`config.mk`:
```
export PLATFORM = sky130hd
export DESIGN_NAME = alu
export DESIGN_NICKNAME = d
export VERILOG_FILES = /design/src/rtl/alu.sv
export SDC_FILE = /design/constraint.sdc
export NUM_CORES = 1
export LEC_CHECK = 0
export ABC_AREA = 1
export CAP_MARGIN = 20
export CELL_PAD_IN_SITES_DETAIL_PLACEMENT = 0
export CELL_PAD_IN_SITES_GLOBAL_PLACEMENT = 1
export CORE_ASPECT_RATIO = 0.5
export CORE_MARGIN = 2
export CORE_UTILIZATION = 50
export CTS_CLUSTER_SIZE = 30
export DETAILED_ROUTE_END_ITERATION = 16
export DONT_BUFFER_PORTS = 1
export PLACE_DENSITY_LB_ADDON = 0.1
export SYNTH_ARGS = -nofsm -noshare
export SYNTH_HDL_FRONTEND = slang
export SYNTH_SLANG_ARGS = --single-unit
```
`constraint.sdc`:
```
create_clock -name clk -period 14.1 [get_ports clk]
set_clock_uncertainty 0.05 [all_clocks]
set_input_delay 2.82 -clock clk [delete_from_list [all_inputs] [get_ports clk]]
set_output_delay 2.82 -clock clk [all_outputs]
set_load 0.03 [all_outputs]
```
`src/rtl/alu.sv`:
```
// -----------------------------------------------------------------------------
// alu -- parameterised integer ALU for the datapath.
//
// Operations (operands unsigned, arithmetic modulo 2^WIDTH):
//   000 add, 001 subtract, 010 low-half multiply, 011 unsigned divide,
//   100 load-address add, 101 store-address add, 110/111 return zero.
//
// Single-cycle operations write result on the accepting edge and pulse
// out_valid for the following cycle. DIV is a restoring divider that takes
// WIDTH cycles; busy is high while it runs and requests arriving during that
// time are dropped. A divide by zero yields all ones.
//
// Optional build macro: ALU_FLAGS_EN adds registered zero_flag and neg_flag
// outputs that track the value written into result.
// -----------------------------------------------------------------------------
module alu #(
    parameter int WIDTH = 16
) (
    input  logic             clk,
    input  logic             rst_n,
    input  logic             in_valid,
    input  logic [2:0]       opcode,
    input  logic [WIDTH-1:0] a,
    input  logic [WIDTH-1:0] b,
    output logic [WIDTH-1:0] result,
    output logic             out_valid,
    output logic             busy
`ifdef ALU_FLAGS_EN
    ,
    output logic             zero_flag,
    output logic             neg_flag
`endif
);

    // Step counter must hold values up to WIDTH-1.
    localparam int CW = $clog2(WIDTH + 1);

    localparam logic [2:0] OP_ADD  = 3'b000;
    localparam logic [2:0] OP_SUB  = 3'b001;
    localparam logic [2:0] OP_MUL  = 3'b010;
    localparam logic [2:0] OP_DIV  = 3'b011;
    localparam logic [2:0] OP_LDA  = 3'b100;
    localparam logic [2:0] OP_STA  = 3'b101;

    localparam logic [0:0] ST_IDLE   = 1'b0;
    localparam logic [0:0] ST_DIVIDE = 1'b1;

    logic [0:0]       state;
    logic [WIDTH-1:0] dvd_q;
    logic [WIDTH-1:0] dvs_q;
    logic [WIDTH-1:0] rem_q;
    logic [CW-1:0]    step_q;

    logic             accept;
    logic             start_div;
    logic             last_step;
    logic [WIDTH-1:0] alu_value;
    logic [WIDTH:0]   rem_shift;
    logic [WIDTH:0]   rem_diff;
    logic             q_bit;
    logic [WIDTH-1:0] rem_next;
    logic [WIDTH-1:0] dvd_next;
    logic             result_load;
    logic [WIDTH-1:0] result_next;

    assign busy      = (state == ST_DIVIDE);
    assign accept    = in_valid && (state == ST_IDLE);
    assign start_div = accept && (opcode == OP_DIV);
    assign last_step = (step_q == CW'(WIDTH - 1));

    // Single-cycle datapath: operands straight from the register file ports.
    always_comb begin
        alu_value = '0;
        case (opcode)
            OP_ADD:  alu_value = a + b;
            OP_SUB:  alu_value = a - b;
            OP_MUL:  alu_value = a * b;
            OP_LDA:  alu_value = a + b;
            OP_STA:  alu_value = a + b;
            default: alu_value = '0;
        endcase
    end

    // One restoring step: shift in the next dividend bit and try a subtract.
    // The subtract borrow (top bit) tells whether the divisor fitted, and
    // the quotient bit is shifted into the vacated dividend LSB.
    always_comb begin
        rem_shift = {rem_q, dvd_q[WIDTH-1]};
        rem_diff  = rem_shift - {1'b0, dvs_q};
        q_bit     = ~rem_diff[WIDTH];
        rem_next  = q_bit ? rem_diff[WIDTH-1:0] : rem_shift[WIDTH-1:0];
        dvd_next  = {dvd_q[WIDTH-2:0], q_bit};
    end

    // Select what, if anything, is written into result on this edge.
    always_comb begin
        result_load = 1'b0;
        result_next = result;
        if ((state == ST_DIVIDE) && last_step) begin
            result_load = 1'b1;
            result_next = dvd_next;
        end else if (accept && (opcode != OP_DIV)) begin
            result_load = 1'b1;
            result_next = alu_value;
        end
    end

    // Divider sequencer: latch operands on acceptance, then WIDTH steps.
    always_ff @(posedge clk) begin
        if (!rst_n) begin
            state  <= ST_IDLE;
            dvd_q  <= '0;
            dvs_q  <= '0;
            rem_q  <= '0;
            step_q <= '0;
        end else if (state == ST_IDLE) begin
            if (start_div) begin
                dvd_q  <= a;
                dvs_q  <= b;
                rem_q  <= '0;
                step_q <= '0;
                state  <= ST_DIVIDE;
            end
        end else begin
            dvd_q  <= dvd_next;
            rem_q  <= rem_next;
            step_q <= step_q + CW'(1);
            if (last_step) begin
                state <= ST_IDLE;
            end
        end
    end

    // Result register and the one-cycle completion pulse.
    always_ff @(posedge clk) begin
        if (!rst_n) begin
            result    <= '0;
            out_valid <= 1'b0;
        end else begin
            out_valid <= result_load;
            if (result_load) begin
                result <= result_next;
            end
        end
    end

`ifdef ALU_FLAGS_EN
    // Status flags follow the value loaded into result on the same edge.
    always_ff @(posedge clk) begin
        if (!rst_n) begin
            zero_flag <= 1'b0;
            neg_flag  <= 1'b0;
        end else if (result_load) begin
            zero_flag <= (result_next == '0);
            neg_flag  <= result_next[WIDTH-1];
        end
    end
`else
`endif

endmodule

```
Yosys cells after proc, flatten, opt, wreduce, memory -nomap -nowiden

Cells that the tools add are included.

Bits in writable memories: 0
Register bits after elaboration: 71
Memories: 0
Output and inout bits: 18
Latch bits: 0
Word-level logic and storage cells: 46
Memory bits (read-only): 0
Input bits: 38

Equal/unequal tests: 7
Muxes and demuxes: 15
Shift operators: 0
Bitwise operators: 2
Reduce and logical (&&, ||, !) cells: 10
Multipliers: 1
Add/subtract/negate cells: 4
Order comparisons: 0
Div/mod/pow operators: 0

Operators by type and width:

| operator              | count |
|---|---|
| $mux W16              | 7 |
| $pmux W16 S3          | 1 |
| $sub A17 B16 Y17      | 1 |
| $add A16 B16 Y16      | 1 |
| $mul A16 B16 Y16      | 1 |
| $sub A16 B16 Y16      | 1 |
| $mux W5               | 2 |
| $eq A3 B2 Y1 const B  | 2 |
| $eq A3 B3 Y1 const B  | 2 |
| $add A5 B1 Y5 const B | 1 |
| $eq A5 B4 Y1 const B  | 1 |
| $mux W1               | 5 |
| $logic_and A1 B1 Y1   | 4 |
| $reduce_and A2 Y1     | 2 |
| $reduce_bool A2 Y1    | 2 |
| $eq A3 B1 Y1 const B  | 1 |
| $logic_not A3 Y1      | 1 |
| $ne A3 B2 Y1 const B  | 1 |
| $reduce_or A3 Y1      | 1 |
| $not A1 Y1            | 2 |

Longest topological paths before layout

Gate-level depths: netlist (run 1).

Depth after elaboration: 6
Gate-level depth with buffers: 33
Mapped depth without buffers: 31

Least setup slack after synthesis (run 1)

OpenSTA, ideal clock, no wires.

Path kind: input-to-reg
From: input b[1]
To: register result[15]
Cell stages on the path: 27
Setup time: 0.072 ns
Slack: 6.136 ns
Data arrival time: 7.842 ns
Required time: 13.978 ns
Buffers on the path: 2
Path through: buf_2 > buf_1 > nand2_1 > fa_1 > fa_1 > fa_1 > fa_1 > inv_1 > fa_1 > inv_1 > fa_1 > inv_1 > ha_1 > nand2_1 > nor2_1 > nand3_1 > nand3_1 > nand2_1 > nand2_1 > nand2_1 > nand2_1 > inv_1 > nand3_1 > nand3_1 > nand2_1 > nand2_1 > a21oi_1

Longest elaborated chain between the ends: 4
Elaborated cells between the ends (all ways): 6
Those cells by class: 2 x add/sub; 1 x mul; 3 x mux

Ends and longest elaborated chain:

| item                                           | line | RTL |
|---|---|---|
| start: declaration                             | 24   | `input logic [WIDTH-1:0] b,` |
| $mul A16 B16 Y16, or another cell as far along | 77   | `OP_MUL: alu_value = a * b;` |
| $pmux W16 S3 *                                 | 74   | `case (opcode)` |
| $mux W16 *                                     | 102  | `end else if (accept && (opcode != OP_DIV)) begin` |
| $mux W16 *                                     | 99   | `if ((state == ST_DIVIDE) && last_step) begin` |
| end signal: assignment                         | 142  | `result <= result_next;` |
| end: declaration                               | 25   | `output logic [WIDTH-1:0] result,` |

Every way passes the cells marked *; elsewhere a longest branch is shown, timed or not. The select of a mux whose other input is x is not followed.
A chain may end at the register's enable or synchronous reset.

Worst setup path after layout (run 1)

From: input b[4]
To: register result[15]

The elaborated chain is that of the path after synthesis.

==> qor.txt, run 1 <==
vias per cell: 5.31
PortBufs: 0
Setup violations, final: 0
CTS buffer count: 9
Die X: 198 um
commonest non-fill, non-tap cell in the layout: nand2_1
worst-margin pin slew: 1.01 ns
Mapped Cells: 1387
fill cell total of the finished layout: 1874
setup ws final: 6.49 ns
Syn Nets: 1590
initial antenna violation count: 0
Critical Path Sink Type: flop
DRT Pass-1 Iters: 5
largest net degree at the start of global routing: 50
deepest clock path buffer count: 2
diode count: 0
DRC viols: 0
maxcap violations: 0
WP data required: 14.30 ns
period utilization: 0.540
Setup TNS Final: 0 ns
CTS-repair resized insts: 0
global-route wire length before repair: 44100 um
CP max FO: 15
Netlist Area Pre-Place: 0.00941 mm2
number of synthesized register bits: 71
Starting Density: 0.510
setup bufs post-CTS: 0
Vias: 8524
commonest non-fill, non-tap cells in the layout: nand2_1, inv_1, a21oi_1
layout cells sized above 1: 0.0557
Synth Warn #: 0
Iter 0 DRT Violations: 504
post-route cell area: 0.00976 mm2
hold-fix buffer count after cts: 0
CORE AREA: 0.0184 mm2
crit path buf inv count: 6
Slew Limit Headroom: 0.326
Root Driver: clkbuf_16
Worst path most repeated cell: nand2_1
fin nets: 1545
number of core rows: 35
Power Dens Cells: 144 mW/mm2
startpoint types: primary input
post-synthesis average cell area: 6.78 um2
critical setup path kind: primary input to flop
CTS HTree Levels: 3
Min Clock Period, post-route: 7.61 ns
area of the die: 0.0200 mm2
RSZ-0062 raised after global routing: no
static leakage: 5.22 nW
number of nets still failing antenna checks after routing: 0
grt ovf: 0
sequential area share after synthesis: 0.151
final count of pins violating max slew: 0
detailed placement HPWL: 21900 um
Max Fclk: 0.131 GHz
slowest stage cell on the critical path: fa_1
WP data arrival: 7.81 ns
CP top delay family: adder cells
status: finished, final reports clean
gpl congestion: 0.918
Peak VDD IR: 0.0000940 V
Synth cell types: 43
io pins: 56
CTS Sinks: 71
Post-DP Area: 0.00947 mm2
CTS tree: done
fin util: 0.530
pre-CTS setup slack: 6.18 ns
Worst-path clk slew: 0.06 ns
R2R Setup Slk: 11.36 ns
worst hold path class: flop to flop
worst-skew pair later-pin latency: 0.34 ns
number of global-route vias before repair: 8077
CP max stage delay: 0.55 ns
All-Layer GR Usage: 0.290
DR WL/cell: 17.3 um
final hold vios: 0
final wirelength: 27700 um
die height: 101 um
Area growth syn-to-layout: 3.82%
==> synth_stat cells (all sizes together) <==
| library cell | instances | area [um2] |
|---|---|---|
| nor3b | 1 | 12.5 |
| nor3 | 20 | 130 |
| inv | 296 | 1110 |
| nand3b | 3 | 22.5 |
| nand4 | 2 | 12.5 |
| o21bai | 2 | 15.0 |
| a21oi | 107 | 588 |
| o22ai | 4 | 25.0 |
| or2 | 3 | 18.8 |
| a22oi | 9 | 67.6 |
| xnor2 | 13 | 114 |
| ha | 83 | 1040 |
| nor2 | 52 | 203 |
| o31ai | 7 | 66.3 |
| dfxtp | 71 | 1420 |
| o21ai | 63 | 319 |
| a22o | 5 | 43.8 |
| o21a | 2 | 15.0 |
| o211ai | 14 | 175 |
| clkbuf | 28 | 105 |
| nand2 | 395 | 1500 |
| a31oi | 14 | 87.6 |
| clkinv | 1 | 3.75 |
| a21o | 4 | 30.0 |
| fa | 82 | 1640 |
| xor2 | 20 | 175 |
| o2111ai | 2 | 17.5 |
| nand3 | 53 | 275 |
| buf | 31 | 175 |
==> power breakdown <==
| group | total [mW] | leakage [nW] | switching, mW | internal [mW] |
|---|---|---|---|---|
| clock network | 0.225 | 0.136 | 0.0876 | 0.137 |
| registers | 0.234 | 0.577 | 0.0220 | 0.212 |
| logic | 0.949 | 4.51 | 0.599 | 0.350 |
| total | 1.41 | 5.22 | 0.709 | 0.699 |
==> state kept, by name, summed over array words and instances (netlist names) <==
signal / flops
busy: 1
dvd_q: 16
dvs_q: 16
out_valid: 1
rem_q: 16
result: 16
step_q: 5
==> cell type report <==
type	instances	area [um2]	area share
flip-flops and latches	71	1420	0.146
well taps	259	324	0.0332
clock buffers	11	233	0.0238
inverters	297	1110	0.114
multi-input cells	960	6590	0.675
repair buffers	3	22.5	0.00231
clock inverters	5	58.8	0.00602
==> cells by family after synthesis <==
logic type,count (synthesis),synth area share
buffers and inverters,356,0.148
adders and majority gates,165,0.285
xor gates and xnor gates,33,0.0307
DFF,71,0.151
AOI/OAI and AO/OA,233,0.154
and+or+nand+nor,529,0.231
==> layer usage <==
layer  up-vias  global-route usage  share of wire
li1       4200                   -              -
met1      4042               0.429           0.49
met2       250               0.446           0.42
met3        32              0.0428          0.074
met4         0              0.0682          0.017
met5         -                   0              0
==> stage by stage <==
stage | hold slack, ns | instances | power (mW)
global placement | 0.406 | 1590 | 1.18
CTS | 0.423 | 1606 | 1.41
global route | 0.439 | 1606 | 1.57
detailed placement | 0.407 | 1590 | 1.18
finish | 0.419 | 1606 | 1.41
floorplan | 0.385 | 1387 | 0.975
==> final timing paths <==
| path | depth (start not counted) | end | from |
|---|---|---|---|
| worst max-delay path | 27 | result[15] | b[4] |
| worst min-delay path | 2 | dvs_q[10] | dvs_q[10] |
| worst max register to register | 13 | rem_q[11] | dvd_q[15] |
| worst min register to register | 2 | dvs_q[10] | dvs_q[10] |
==> worst min-delay path, delay by kind of cell, from the launching register on <==
family          cells  cell delay (ns)
compound gates      1             0.06
buf+inv             1             0.07
flops               1             0.29
(Power assumes the default switching activity.)
==> run 2: changes to the inputs <==
--- a/config.mk
+++ b/config.mk
@@ -11,7 +11,7 @@
 export CELL_PAD_IN_SITES_GLOBAL_PLACEMENT = 1
 export CORE_ASPECT_RATIO = 0.5
 export CORE_MARGIN = 2
-export CORE_UTILIZATION = 50
+export CORE_UTILIZATION = 48
 export CTS_CLUSTER_SIZE = 30
 export DETAILED_ROUTE_END_ITERATION = 16
 export DONT_BUFFER_PORTS = 1
==> constraint.sdc (replaced) <==
create_clock -name clk -period 7.01 [get_ports clk]
set_clock_uncertainty 0.05 [all_clocks]
set_input_delay 1.402 -clock clk [delete_from_list [all_inputs] [get_ports clk]]
set_output_delay 1.402 -clock clk [all_outputs]
set_load 0.03 [all_outputs]
==> qor.txt, run 2 (same netlist as run 1, synthesis figures left out) <==
status: finished, final reports clean
layout cells sized above 1: 0.0543 (-0.00140)
maxcap violations: 0 (unchanged)
final wirelength: 28400 um (+2.5%)
Worst path most repeated cell: nand2_1
global-route wire length before repair: 44600 um (+0.99%)
DR WL/cell: 17.7 um (+2.2%)
number of nets still failing antenna checks after routing: 0 (unchanged)
slowest stage cell on the critical path: fa_1
deepest clock path buffer count: 2 (unchanged)
CP max FO: 19 (+4)
DRC viols: 0 (unchanged)
fin nets: 1544 (-0.065%)
total power: 2.86 mW (+100%)
area of the die: 0.0208 mm2 (+4.0%)
Slew Limit Headroom: 0.309 (-0.0177)
Die X: 202 um (+2.0%)
final count of pins violating max slew: 0 (unchanged)
CORE AREA: 0.0193 mm2 (+4.8%)
Iter 0 DRT Violations: 512 (+1.6%)
Max Fclk: 0.162 GHz
setup ws final: 0.854 ns (-5.64 ns)
io pins: 56 (unchanged)
CTS tree: done
CTS HTree Levels: 3 (unchanged)
fill cell total of the finished layout: 1978 (+5.5%)
All-Layer GR Usage: 0.280 (-0.00975)
commonest non-fill, non-tap cells in the layout: nand2_1, inv_1, a21oi_1
Setup TNS Final: 0 ns (unchanged)
Starting Density: 0.487 (-0.0234)
commonest non-fill, non-tap cell in the layout: nand2_1
worst hold path class: flop to flop
initial antenna violation count: 0 (unchanged)
CTS Sinks: 71 (unchanged)
Critical Path Sink Type: flop
Area growth syn-to-layout: 3.87% (about the same)
number of global-route vias before repair: 8091 (+0.17%)
pre-CTS setup slack: 0.518 ns (-5.66 ns)
Peak VDD IR: 0.000181 V (+93%)
detailed placement HPWL: 22100 um (+1.1%)
Setup violations, final: 0 (unchanged)
Min Clock Period, post-route: 6.16 ns
worst-skew pair later-pin latency: 0.33 ns (about the same)
final cell count without fillers: 1611 (+0.31%)
hold-fix buffer count after cts: 0 (unchanged)
CP max stage delay: 0.59 ns (+0.04 ns)
static leakage: 5.23 nW (about the same)
Worst-path clk slew: 0.06 ns (about the same)
Power Dens Cells: 292 mW/mm2 (+100%)
vias per cell: 5.29 (-0.32%)
gpl congestion: 0.916 (-0.24%)
diode count: 0 (unchanged)
Post-Place Cells: 1596 (+0.38%)
die height: 103 um (+2.0%)
Root Driver: clkbuf_16
fin util: 0.506 (-0.0241)
critical setup path kind: primary input to flop
worst-margin pin slew: 1.04 ns (+0.0265 ns)
WP data arrival: 6.35 ns (-1.46 ns)
DRT Pass-1 Iters: 5 (unchanged)
final hold vios: 0 (unchanged)
largest net degree at the start of global routing: 50 (unchanged)
WP data required: 7.21 ns (-7.09 ns)
setup bufs post-CTS: 0 (unchanged)
CTS buffer count: 9 (unchanged)
Vias: 8523 (-0.012%)
period utilization: 0.878
number of core rows: 36 (+2.9%)
PortBufs: 0 (unchanged)
CTS-repair resized insts: 0 (unchanged)
RSZ-0062 raised after global routing: no
startpoint types: primary input
grt ovf: 0 (unchanged)
## run 2: cell types whose count changed in the layout (fill, tap and decap cells not counted)
cell | before | now
clkinvlp_4 | 2 | 0
clkbuf_8 | 0 | 1
buf_4 | 3 | 2
nor2_4 | 0 | 1
nor2_2 | 3 | 2
## run 2: cell type report
type,count,area (um2),share of cell area
multi-input cells,960,6590,0.675
repair buffers,2,15.0,0.00154
flip-flops and latches,71,1420,0.146
clock inverters,3,43.8,0.00448
inverters,297,1110,0.114
well taps,266,333,0.0341
clock buffers,12,246,0.0252
## run 2: power by group
| group | leakage (nW) | switching (mW) | internal [mW] |
|---|---|---|---|
| Sequential | 0.577 | 0.0442 | 0.427 |
| Combinational | 4.51 | 1.23 | 0.703 |
| Clock | 0.143 | 0.168 | 0.283 |
## run 2: path summary, 6_finish.rpt
| check | slack (ns) | from | cells past startpoint | to |
|---|---|---|---|---|
| setup / recovery | 0.85 | b[1] | 25 | result[15] |
| hold / removal | 0.42 | dvs_q[3] | 2 | dvs_q[3] |
| setup reg to reg | 4.25 | dvd_q[15] | 13 | rem_q[11] |
| hold reg to reg | 0.42 | dvs_q[3] | 2 | dvs_q[3] |
## run 2: metrics by stage
step                area [um2]  hold WS (ns)
finish                    9770         0.421
global route              9770         0.437
CTS                       9770         0.418
detailed placement        9480         0.410
global placement          9480         0.404
floorplan                 9410         0.385
## run 2: per-layer routing
layer	part of all wire	vias to the layer above	GRT usage	wire length, um
li1	-	4204	-	-
met1	0.49	4057	0.410	13800
met2	0.43	235	0.445	12200
met3	0.069	27	0.0291	1970
met4	0.016	0	0.0741	454
met5	0	-	0	0
## run 2: critical path: cells and delay by family
kind | cells | cell delay, ns
compound gates | 1 | 0.15
fa+ha+maj | 7 | 3.49
buf+inv | 4 | 0.20
simple gates | 13 | 1.10
